File: src/rtl/codec_audio_data_to_acc_mat.sv
// Avalon-MM slave that buffers CPU-written 24-bit audio samples in a show-ahead FIFO and streams them to AccMat.
// readdata has 1-cycle latency; out_data holds while out_ready is low; an overflowing push is dropped and flagged sticky.
module codec_audio_data_to_acc_mat #(
  parameter int DEPTH     = 16,
  parameter int AW        = 4,
  parameter int LOW_WATER = 4
) (
  input  logic        i_clk,
  input  logic        i_reset_n,
  input  logic [1:0]  i_address,
  input  logic        i_write,
  input  logic [31:0] i_writedata,
  output logic [31:0] o_readdata,
  output logic [23:0] o_out_data,
  output logic        o_out_valid,
  input  logic        i_out_ready,
  output logic        o_irq
);

  localparam logic [AW:0]   LP_DEPTH   = (AW+1)'(DEPTH);
  localparam logic [AW:0]   LP_LOW     = (AW+1)'(LOW_WATER);
  localparam logic [AW:0]   LP_CNT_ONE = {{AW{1'b0}}, 1'b1};
  localparam logic [AW-1:0] LP_PTR_ONE = {{(AW-1){1'b0}}, 1'b1};

  logic [23:0]   r_mem [DEPTH];
  logic [AW-1:0] r_wr_ptr;
  logic [AW-1:0] r_rd_ptr;
  logic [AW:0]   r_count;
  logic          r_enable;
  logic          r_irq_en;
  logic          r_overflow;
  logic          r_irq;
  logic [31:0]   r_readdata;

  logic          w_push_req;
  logic          w_push_ok;
  logic          w_pop;
  logic          w_ctrl_wr;
  logic          w_flush;
  logic          w_clr_ovf;
  logic          w_empty;
  logic          w_full;
  logic [AW:0]   w_count_next;
  logic          w_enable_next;
  logic          w_irq_en_next;
  logic [31:0]   w_rd_mux;
  logic [15:0]   w_count16;
  logic          w_unused;

  assign w_unused    = ^i_writedata[31:24];
  assign w_empty     = (r_count == '0);
  assign w_full      = (r_count == LP_DEPTH);
  assign w_count16   = {{(15-AW){1'b0}}, r_count};
  assign o_out_valid = r_enable && !w_empty;
  assign o_out_data  = r_mem[r_rd_ptr];
  assign o_readdata  = r_readdata;
  assign o_irq       = r_irq;

  assign w_pop      = o_out_valid && i_out_ready;
  assign w_push_req = i_write && (i_address == 2'd0);
  // A full FIFO still accepts a push when the head leaves in the same cycle.
  assign w_push_ok  = w_push_req && (!w_full || w_pop);
  assign w_ctrl_wr  = i_write && (i_address == 2'd2);
  assign w_flush    = w_ctrl_wr && i_writedata[1];
  assign w_clr_ovf  = w_ctrl_wr && i_writedata[2];

  always_comb begin
    w_count_next = r_count;
    if (w_flush) begin
      w_count_next = '0;
    end else begin
      case ({w_push_ok, w_pop})
        2'b10:   w_count_next = r_count + LP_CNT_ONE;
        2'b01:   w_count_next = r_count - LP_CNT_ONE;
        default: w_count_next = r_count;
      endcase
    end
  end

  always_comb begin
    w_enable_next = r_enable;
    w_irq_en_next = r_irq_en;
    if (w_ctrl_wr) begin
      w_enable_next = i_writedata[0];
      w_irq_en_next = i_writedata[3];
    end
  end

  always_comb begin
    w_rd_mux = '0;
    case (i_address)
      2'd0: if (!w_empty) w_rd_mux = {8'h00, r_mem[r_rd_ptr]};
      2'd1: w_rd_mux = {11'b0, r_irq_en, r_enable, r_overflow, w_full, w_empty, w_count16};
      2'd2: w_rd_mux = {28'b0, r_irq_en, 2'b00, r_enable};
      default: w_rd_mux = '0;
    endcase
  end

  // Storage has no reset; stale entries are never visible because count gates every read.
  always_ff @(posedge i_clk) begin
    if (w_push_ok) r_mem[r_wr_ptr] <= i_writedata[23:0];
  end

  always_ff @(posedge i_clk) begin
    if (!i_reset_n) begin
      r_wr_ptr   <= '0;
      r_rd_ptr   <= '0;
      r_count    <= '0;
      r_enable   <= 1'b0;
      r_irq_en   <= 1'b0;
      r_overflow <= 1'b0;
      r_irq      <= 1'b0;
      r_readdata <= '0;
    end else begin
      r_readdata <= w_rd_mux;
      r_count    <= w_count_next;
      r_enable   <= w_enable_next;
      r_irq_en   <= w_irq_en_next;
      r_irq      <= w_irq_en_next && w_enable_next && (w_count_next <= LP_LOW);
      if (w_flush) begin
        r_wr_ptr <= '0;
        r_rd_ptr <= '0;
      end else begin
        if (w_push_ok) r_wr_ptr <= r_wr_ptr + LP_PTR_ONE;
        if (w_pop)     r_rd_ptr <= r_rd_ptr + LP_PTR_ONE;
      end
      // A rejected push beats a clear request landing in the same cycle.
      if (w_push_req && !w_push_ok) r_overflow <= 1'b1;
      else if (w_clr_ovf)           r_overflow <= 1'b0;
    end
  end

endmodule
File: config.mk
export PLATFORM = sky130hd
export DESIGN_NAME = codec_audio_data_to_acc_mat
export DESIGN_NICKNAME = d
export VERILOG_FILES = /design/src/rtl/codec_audio_data_to_acc_mat.sv
export SDC_FILE = /design/constraint.sdc
export NUM_CORES = 1
export LEC_CHECK = 0
export ABC_AREA = 1
export ABC_CLOCK_PERIOD_IN_PS = 2350
export BUFFER_PORTS_ARGS = -buffer_cell sky130_fd_sc_hd__clkbuf_2
export CAP_MARGIN = 10
export CORE_MARGIN = 1.5
export CORE_UTILIZATION = 57
export CTS_BUF_LIST = sky130_fd_sc_hd__clkbuf_8
export DETAILED_ROUTE_END_ITERATION = 12
export HOLD_SLACK_MARGIN = 0.1
export PLACE_DENSITY = 0.78
export SETUP_SLACK_MARGIN = 0.3
export SKIP_CTS_REPAIR_TIMING = 1
export SLEW_MARGIN = 20
export SYNTH_ARGS = -nofsm -noshare
export SYNTH_HDL_FRONTEND = slang
export SYNTH_SLANG_ARGS = --single-unit
File: constraint.sdc
create_clock -name i_clk -period 2.35 [get_ports i_clk]
set_input_delay 0.3525 -clock i_clk [delete_from_list [all_inputs] [get_ports i_clk]]
set_output_delay 0.3525 -clock i_clk [all_outputs]
set_load 0.01 [all_outputs]
Word level (Yosys, flattened, before mapping)
Memories as Yosys holds them, arrays and structs flattened. A register that Yosys moved wholly into a read port is not among the register bits.
Cells that the tools add are included.
{ "word_totals": {"wordCells": 50, "n_memories": 1, "input_bits": 38, "ram_bits": 384, "ff_bits": 49, "out_inout_bits": 58} }
{ "memory_table": {"columns": ["name", "words", "word_bits", "read_ports", "rd_clocked_by_memory_dff", "wr", "line_no", "text"], "rows": [
  ["r_mem", 16, 24, 1, 1, 1, "25", "logic [23:0] r_mem [DEPTH];"]
]} }
{ "classes": {"mux": 12, "magnitude_cmp": 1, "n_reduce_logical": 18, "n_eq_ne": 5, "addsub": 4, "bitwise_logic": 1} }
{ "ops": {"columns": ["cell", "count"], "rows": [
  ["$pmux W32 S3", 1],
  ["$mux W24", 1],
  ["$logic_and A1 B1 Y1", 10],
  ["$pmux W5 S2", 1],
  ["$add A4 B1 Y4 const B", 2],
  ["$mux W4", 2],
  ["$mux W1", 6],
  ["$add A5 B1 Y5 const B", 1],
  ["$eq A5 B5 Y1 const B", 1],
  ["$le A5 B3 Y1 const B", 1],
  ["$logic_not A5 Y1", 1],
  ["$mux W5", 1],
  ["$sub A5 B1 Y5 const B", 1],
  ["$eq A2 B1 Y1 const B", 2],
  ["$eq A2 B2 Y1 const B", 2],
  ["$logic_not A1 Y1", 3],
  ["$logic_not A2 Y1", 1],
  ["$reduce_bool A2 Y1", 1],
  ["$reduce_or A2 Y1", 1],
  ["$logic_or A1 B1 Y1", 1],
  ["$not A1 Y1", 1]
]} }

Logic depth before layout (Yosys ltp)
Gate-level depths: netlist of the first run.
{ "depth": {"ltp_word": 11, "mapped_depth": 16, "depth_no_buf": 16} }

Worst setup path before layout of the first run
Ideal clock, no wire load.
{ "synth_timing": {"path_type": "input port to flip-flop", "start": "input port i_address[1]", "end": "memory r_mem[11][0] (enable)", "n_path_buf": 0, "arrival_time_ns": 2.152, "required_time_ns": 1.945, "setup_time_ns": 0.405, "setup_slack_ns": -0.206, "stages": 7, "path_cell_list": "nor2_1 nand2_1 inv_1 nand2_1 inv_1 nand2_1 nor2_1"} }
{ "synth_between": {"elab_chain_len": 5} }
{ "synth_lines": {"columns": ["item", "line_no", "text"], "rows": [
  ["start, declared", "10", "input logic [1:0] i_address,"],
  ["$logic_not A2 Y1", "60", "assign w_push_req = i_write && (i_address == 2'd0);"],
  ["$logic_and A1 B1 Y1", "60", null],
  ["$logic_and A1 B1 Y1", "62", "assign w_push_ok = w_push_req && (!w_full || w_pop);"],
  ["$mux W1", "101", "if (w_push_ok) r_mem[r_wr_ptr] <= i_writedata[23:0];"],
  ["$mux W1 (not written as such)", "101", null],
  ["end, declared", "25", null]
]} }
Every way passes these cells.

==> impl_metrics.tcl, run 1 <==
set metrics [dict create \
    hpwl_mm 22.7 \
    min_from "i_address[1]" \
    maxCapViolCount 0 \
    finish.utilization_pct 70.6 \
    yosysUniqueCellTypes 37 \
    grtUsageTotal_pct 24.8 \
    intPower_mw 11.6 \
    crit_buf_inv 3 \
    synthToLayoutAreaGrowth_pct 21.3 \
    cts_buffers 67 \
    p_sw_mw 3.14 \
    required_ns 2.00 \
    drt_iter0_markers 1269 \
    status "finished with violations" \
    grt_pass1_vias 10651 \
    vias_per_cell 5.94 \
    rr_endpoint "o_readdata[23]" \
    antenna_found_initial 1 \
    endpoint "o_out_data[23]" \
    first_pass_iters 5 \
    tritoncts "built" \
    yosys-top-cells-count "384 x edfxtp_1, 128 x inv_1, 120 x a21oi_1, 117 x o21ai_0, 97 x mux2i_1" \
    place.gp.congestion 0.816 \
    worst_pin_slew_ns 0.606 \
    yosys_register_bits 429 \
    max_freq_ghz 0.376 \
    htreeDepth 3 \
    fin_cells 1913 \
    hold_violations 0 \
    end_kind "primary output" \
    io_pins 96 \
    insertion_delay_ns 0.58 \
    async_flop_share_pct 0 \
    cts_max_path_buffers 3 \
    post-place-ws_ns 0.155 \
    fin_worst_skew_ns 0.0262 \
    synth.yosys.seq_area_share_pct 71.9 \
    placed_area_sq_um 18800 \
    die_area_sq_um 31400 \
    whs_path_depth 3 \
    synth-edff-count 384 \
    ant_nets 0 \
    violations "setup timing" \
    setup_violations 24 \
    syn_area_per_cell_sq_um 13.6 \
    final.setup.tns_ns -3.82 \
    drc_errors 0 \
    clock-sinks 429 \
    ys_warn_count 0 \
    comb_power_share_pct 3.4 \
    maxSlewViolCount 0 \
    maxSlewHeadroom_pct 59.4 \
    synth_top_area_share_pct 66.7 \
    ys.flop_type "edfxtp_1" \
    worstSetupPathType "flip-flop to primary output" \
    post_drt_wl_per_cell_um 22.1 \
    crit_chain "buf_6, buf_16, mux2i_1, o21ai_1, o211ai_1, nand2_1, buf_2" \
    crit_family "buffers and inverters" \
    period_needed_ns 2.66 \
    fin_nets 1517 \
    timing.final.ws_setup_ns -0.308 \
    dp_cells 1736 \
    max_stage_delay_ns 0.42 \
    synthTopCellsByArea "edfxtp_1 67%, mux2i_1 5.6%, dfxtp_1 5.2%, o211ai_1 4.2%, a21oi_1 3.5%" \
    drt-total-wl_mm 42.2 \
    seqPwrFrac_pct 56.6 \
    core_sq_um 29700 \
    syn_area_sq_um 17300 \
    io_buffer_count 79 \
    r2r_cells 8 \
    crit_slowest_cell "dfxtp_4" \
    p_leak_nw 7.44 \
    hold_class "input port to flip-flop" \
    final_cell_area_sq_um 21000 \
    synth.largest_area_cell "edfxtp_1" \
    yosysMostFrequentCell "edfxtp_1" \
    vdd_drop_max_mv 0.665 \
    netlist_instances 1275 \
    overflow 0 \
    worst-path-stages 7 \
    drive_gt1_share_pct 23.5 \
    startpoint_type "flip-flop" \
    cts_root_buf "clkbuf_8" \
    grt_first_pass_wirelength_mm 58.1 \
    core.rowCount 63 \
    vias 11366 \
    grt_max_degree 59 \
    post-route-period-util_pct 113 \
    clockPowerShare_pct 40.1 \
    arrival_ns 2.31 \
    rsz0062_at_grt "yes" \
    reg2reg_slack_ns 0.43 \
    initial_core_util_pct 58.2 \
    die_h_um 177 \
    powerDensity_nw_per_um2 705 \
    swShare_pct 21.2 \
    crit_path_max_fanout 6 \
    fp.dieW_um 177 \
    clk_pin_slew_worst_paths_ns 0.06 \
]
[through the flow]
step                      hold WS (ns)  power, mW
final                            0.114       14.8
after global routing             0.148       15.2
after CTS                       0.0178       14.8
after detailed placement         0.489       8.95
after global placement           0.472       8.93
after floorplan                  0.444       8.75
[placed cells by master, fill, tap and decap left out, types with 10 or more instances in the layout]
cell type  count
edfxtp_1     384
inv_1        154
a21oi_1      114
o211ai_1      96
mux2i_1       91
o21ai_0       91
clkbuf_8      78
clkbuf_2      72
nand2_1       66
buf_4         60
nand3_1       41
dfxtp_1       37
buf_12        30
nor2_1        26
o21ai_1       25
nor2_4        18
nand2_2       16
clkbuf_16     16
buf_6         10
[power groups by stage]
stage / Clock [mW] / Combinational, mW / Sequential (mW)
6_report: 5.92 / 0.502 / 8.36
5_1_grt: 6.31 / 0.549 / 8.36
3_3_place_gp: 0 / 0.416 / 8.52
4_1_cts: 5.96 / 0.433 / 8.36
2_1_floorplan: 0 / 0.221 / 8.53
3_5_place_dp: 0 / 0.431 / 8.52
[sequential cells by signal, indices dropped and copies added, names as in the netlist, named ones only]
register / flops
r_mem: 384
o_readdata: 24
r_count: 5
r_rd_ptr: 4
r_wr_ptr: 4
o_irq: 1
r_enable: 1
r_irq_en: 1
r_overflow: 1
[kinds of logic (layout without fill, tap and decap cells)]
| family | Yosys count | after routing | share of synthesized area (%) |
|---|---|---|---|
| flops | 429 | 429 | 71.9 |
| compound gates | 345 | 345 | 11.5 |
| buf+inv | 210 | 450 | 5.52 |
| simple gates | 185 | 185 | 4.90 |
| mux | 97 | 97 | 5.62 |
| fa+ha+maj | 6 | 6 | 0.434 |
| xor+xnor | 2 | 2 | 0.101 |
| other cells | 1 | 9 | 0.0217 |
[area by class of cell]
cell class / instances / area (sq um)
clock buffer: 78 / 1070
antenna: 1 / 2.50
fill: 1852 / 8740
timing repair buffer: 201 / 2100
clock inverter: 40 / 200
tap: 390 / 488
inverter: 131 / 497
multi-input combinational: 643 / 4170
sequential: 429 / 12400
[how the worst min path moves through the flow]
stage / slack [ns] / end
detailed placement: 0.49 / r_overflow
CTS: 0.02 / r_mem[3][1]
global placement: 0.47 / r_overflow
floorplan: 0.44 / r_overflow
finish: 0.11 / o_readdata[0]
global route: 0.15 / o_readdata[0]
[worst register-to-register path, stage by stage (launching register included)]
cell	delay, ns
dfxtp_4	0.39
buf_6	0.16
clkbuf_16	0.18
a21oi_1	0.15
o21ai_0	0.10
o211ai_1	0.10
o211ai_1	0.18
buf_4	0.18
a21oi_1	0.33
[layer usage]
layer | global-route usage (%) | share of wire, % | vias to the layer above | wire (um)
li1 | - | - | 5075 | -
met1 | 32.4 | 38 | 5519 | 16000
met2 | 40.8 | 49 | 645 | 20900
met3 | 4.55 | 8.9 | 125 | 3750
met4 | 11.2 | 3.8 | 2 | 1590
met5 | 0 | 0.026 | - | 11
Note: power is estimated with default switching activity, not from simulation.
==> run 2: changes to the inputs <==
--- a/config.mk
+++ b/config.mk
@@ -10,11 +10,11 @@
 export BUFFER_PORTS_ARGS = -buffer_cell sky130_fd_sc_hd__clkbuf_2
 export CAP_MARGIN = 10
 export CORE_MARGIN = 1.5
-export CORE_UTILIZATION = 57
+export CORE_UTILIZATION = 25
 export CTS_BUF_LIST = sky130_fd_sc_hd__clkbuf_8
 export DETAILED_ROUTE_END_ITERATION = 12
+export GPL_TIMING_DRIVEN = 0
 export HOLD_SLACK_MARGIN = 0.1
-export PLACE_DENSITY = 0.78
 export SETUP_SLACK_MARGIN = 0.3
 export SKIP_CTS_REPAIR_TIMING = 1
 export SLEW_MARGIN = 20
==> run 2 against run 1 <==
Compared with the run above: the flow still finishes with violations (setup timing); count of clock-buffer cells in the layout fell by 6; register-to-register slack got worse by 0.10 ns; sequential share of layout area fell by 2.3 points; design area increased by 3.9%; clock skew grew 0.027 ns; non-clock buffer count grew 25; largest cell class unchanged; highest routed layer is now met4.
==> impl_metrics.tcl, run 2 (synthesis results as in run 1) <==
set metrics [dict create \
    place.gp.congestion 0.829 \
    powerDensity_nw_per_um2 686 \
    fin_worst_skew_ns 0.0529 \
    die_area_sq_um 70800 \
    cts_max_path_buffers 3 \
    grtUsageMet2_pct 21.4 \
    fin_cells 2434 \
    maxSlewHeadroom_pct 58.2 \
    intPower_mw 11.6 \
    end_kind "primary output" \
    grt_first_pass_wirelength_mm 72.2 \
    fill_cells 6733 \
    post_drt_wl_per_cell_um 21.1 \
    synthToLayoutAreaGrowth_pct 26.1 \
    clockPowerShare_pct 40.6 \
    drive_gt1_share_pct 25.2 \
    crit_slowest_cell "dfxtp_4" \
    rsz0062_at_grt "yes" \
    final_common_cell "edfxtp_1" \
    clk_pin_slew_worst_paths_ns 0.07 \
    swShare_pct 22.6 \
    cts_root_buf "clkbuf_8" \
    arrival_ns 2.46 \
    required_ns 2.00 \
    timing.final.ws_setup_ns -0.464 \
    core.rowCount 96 \
    drc_errors 0 \
    grtUsageMet3_pct 3.07 \
    maxCapViolCount 0 \
    period_needed_ns 2.81 \
    vias_per_cell 4.74 \
    core_sq_um 68500 \
    max_stage_delay_ns 0.38 \
    io_buffer_count 79 \
    vias 11546 \
    p_sw_mw 3.38 \
    final_cell_mix "384 x edfxtp_1, 148 x inv_1, 113 x a21oi_1" \
    htreeDepth 3 \
    vdd_drop_max_mv 0.506 \
    worst_pin_slew_ns 0.625 \
    first_pass_iters 7 \
    seqPwrFrac_pct 55.9 \
    regArea_sq_um 12400 \
    setup_violations 24 \
    max_freq_ghz 0.355 \
    initial_core_util_pct 25.3 \
    hold_violations 0 \
    insertion_delay_ns 0.64 \
    crit_top_cell "buf_12" \
    startpoint_type "flip-flop" \
    multi_input_area_sq_um 4250 \
    regMostFlops "r_mem" \
    comb_power_share_pct 3.5 \
    violations "setup timing" \
    drt-total-wl_mm 51.4 \
    crit_chain "buf_8, buf_12, buf_12, buf_12, buf_6, mux2i_1, o21ai_1, o211ai_1, nand2_2, buf_6" \
    drt_iter0_markers 1316 \
    crit_path_max_fanout 6 \
    hpwl_mm 33.0 \
    clock-sinks 429 \
    busiest_layer "met2" \
    fin_nets 1543 \
    antenna_found_initial 1 \
    cts_buffers 68 \
    total_power_mw 15.0 \
    io_pins 96 \
    p_leak_nw 7.53 \
    ant_nets 0 \
    dp_cells 2259 \
    tritoncts "built" \
    grt_max_degree 18 \
    hold_class "input port to flip-flop" \
    post-route-period-util_pct 120 \
    status "finished with violations" \
    overflow 0 \
    finish.utilization_pct 31.8 \
    final.setup.tns_ns -8.70 \
    post-place-ws_ns -0.401 \
    fp.dieW_um 266 \
    die_h_um 266 \
    grtUsageTotal_pct 13.9 \
    worstSetupPathType "flip-flop to primary output" \
    use_met1_pct 19.6 \
    largest_register_ffs 384 \
    maxSlewViolCount 0 \
    grt_pass1_vias 10931 \
]
## run 2: cell count changes in the layout (fill, tap and decap cells not counted), moves of 10 or more
cell       before  now
clkbuf_16      16    3
clkbuf_2       72   95
buf_16          4   16
clkinv_1        6   17
buf_4          60   42
o21ai_0        91   79
o21ai_1        25   35
## run 2: metal layers
layer | share of wire (%) | up-vias
li1 | - | 5126
met1 | 44 | 5783
met2 | 45 | 553
met3 | 8.4 | 84
met4 | 2.2 | 0
met5 | 0 | -
## run 2: path summary, 6_finish.rpt
path | startpoint | end | slack, ns | cells past startpoint
hold / removal | i_writedata[10] | r_mem[11][10] | 0.14 | 1
hold reg to reg | r_overflow | r_overflow | 0.49 | 2
setup / recovery | flip-flop | o_out_data[17] | -0.46 | 10
setup reg to reg | flip-flop | o_readdata[17] | 0.33 | 11
## run 2: layout make-up
class,count,share of cell area [%]
clock buffers,72,4.55
plain buffers,79,3.13
inverters,131,2.31
diodes,1,0.0115
clock inverters,50,1.28
well taps,882,5.06
multi-input cells,643,19.5
repair buffers,147,7.05
flip-flops and latches,429,57.1
## run 2: per-stage QoR
step	hold WS, ns	area (sq um)
finish	0.135	21800
detailed placement	0.482	19400
floorplan	0.444	17400
global placement	0.479	18900
global route	0.127	21800
CTS	0.0396	20600
## run 2: power groups by stage
| stage | combinational, mW | sequential, mW | clock (mW) |
|---|---|---|---|
| floorplan | 0.221 | 8.53 | 0 |
| global placement | 0.447 | 8.52 | 0 |
| CTS | 0.472 | 8.36 | 6.17 |
| finish | 0.529 | 8.36 | 6.07 |
| global route | 0.576 | 8.36 | 6.50 |
| detailed placement | 0.470 | 8.52 | 0 |
## run 2: worst max-delay path: cells and delay by family, from the launching register on
family	cells	cell delay (ns)
mux	1	0.22
simple gates	1	0.16
buf+inv	6	0.76
compound gates	2	0.35
flops	1	0.38
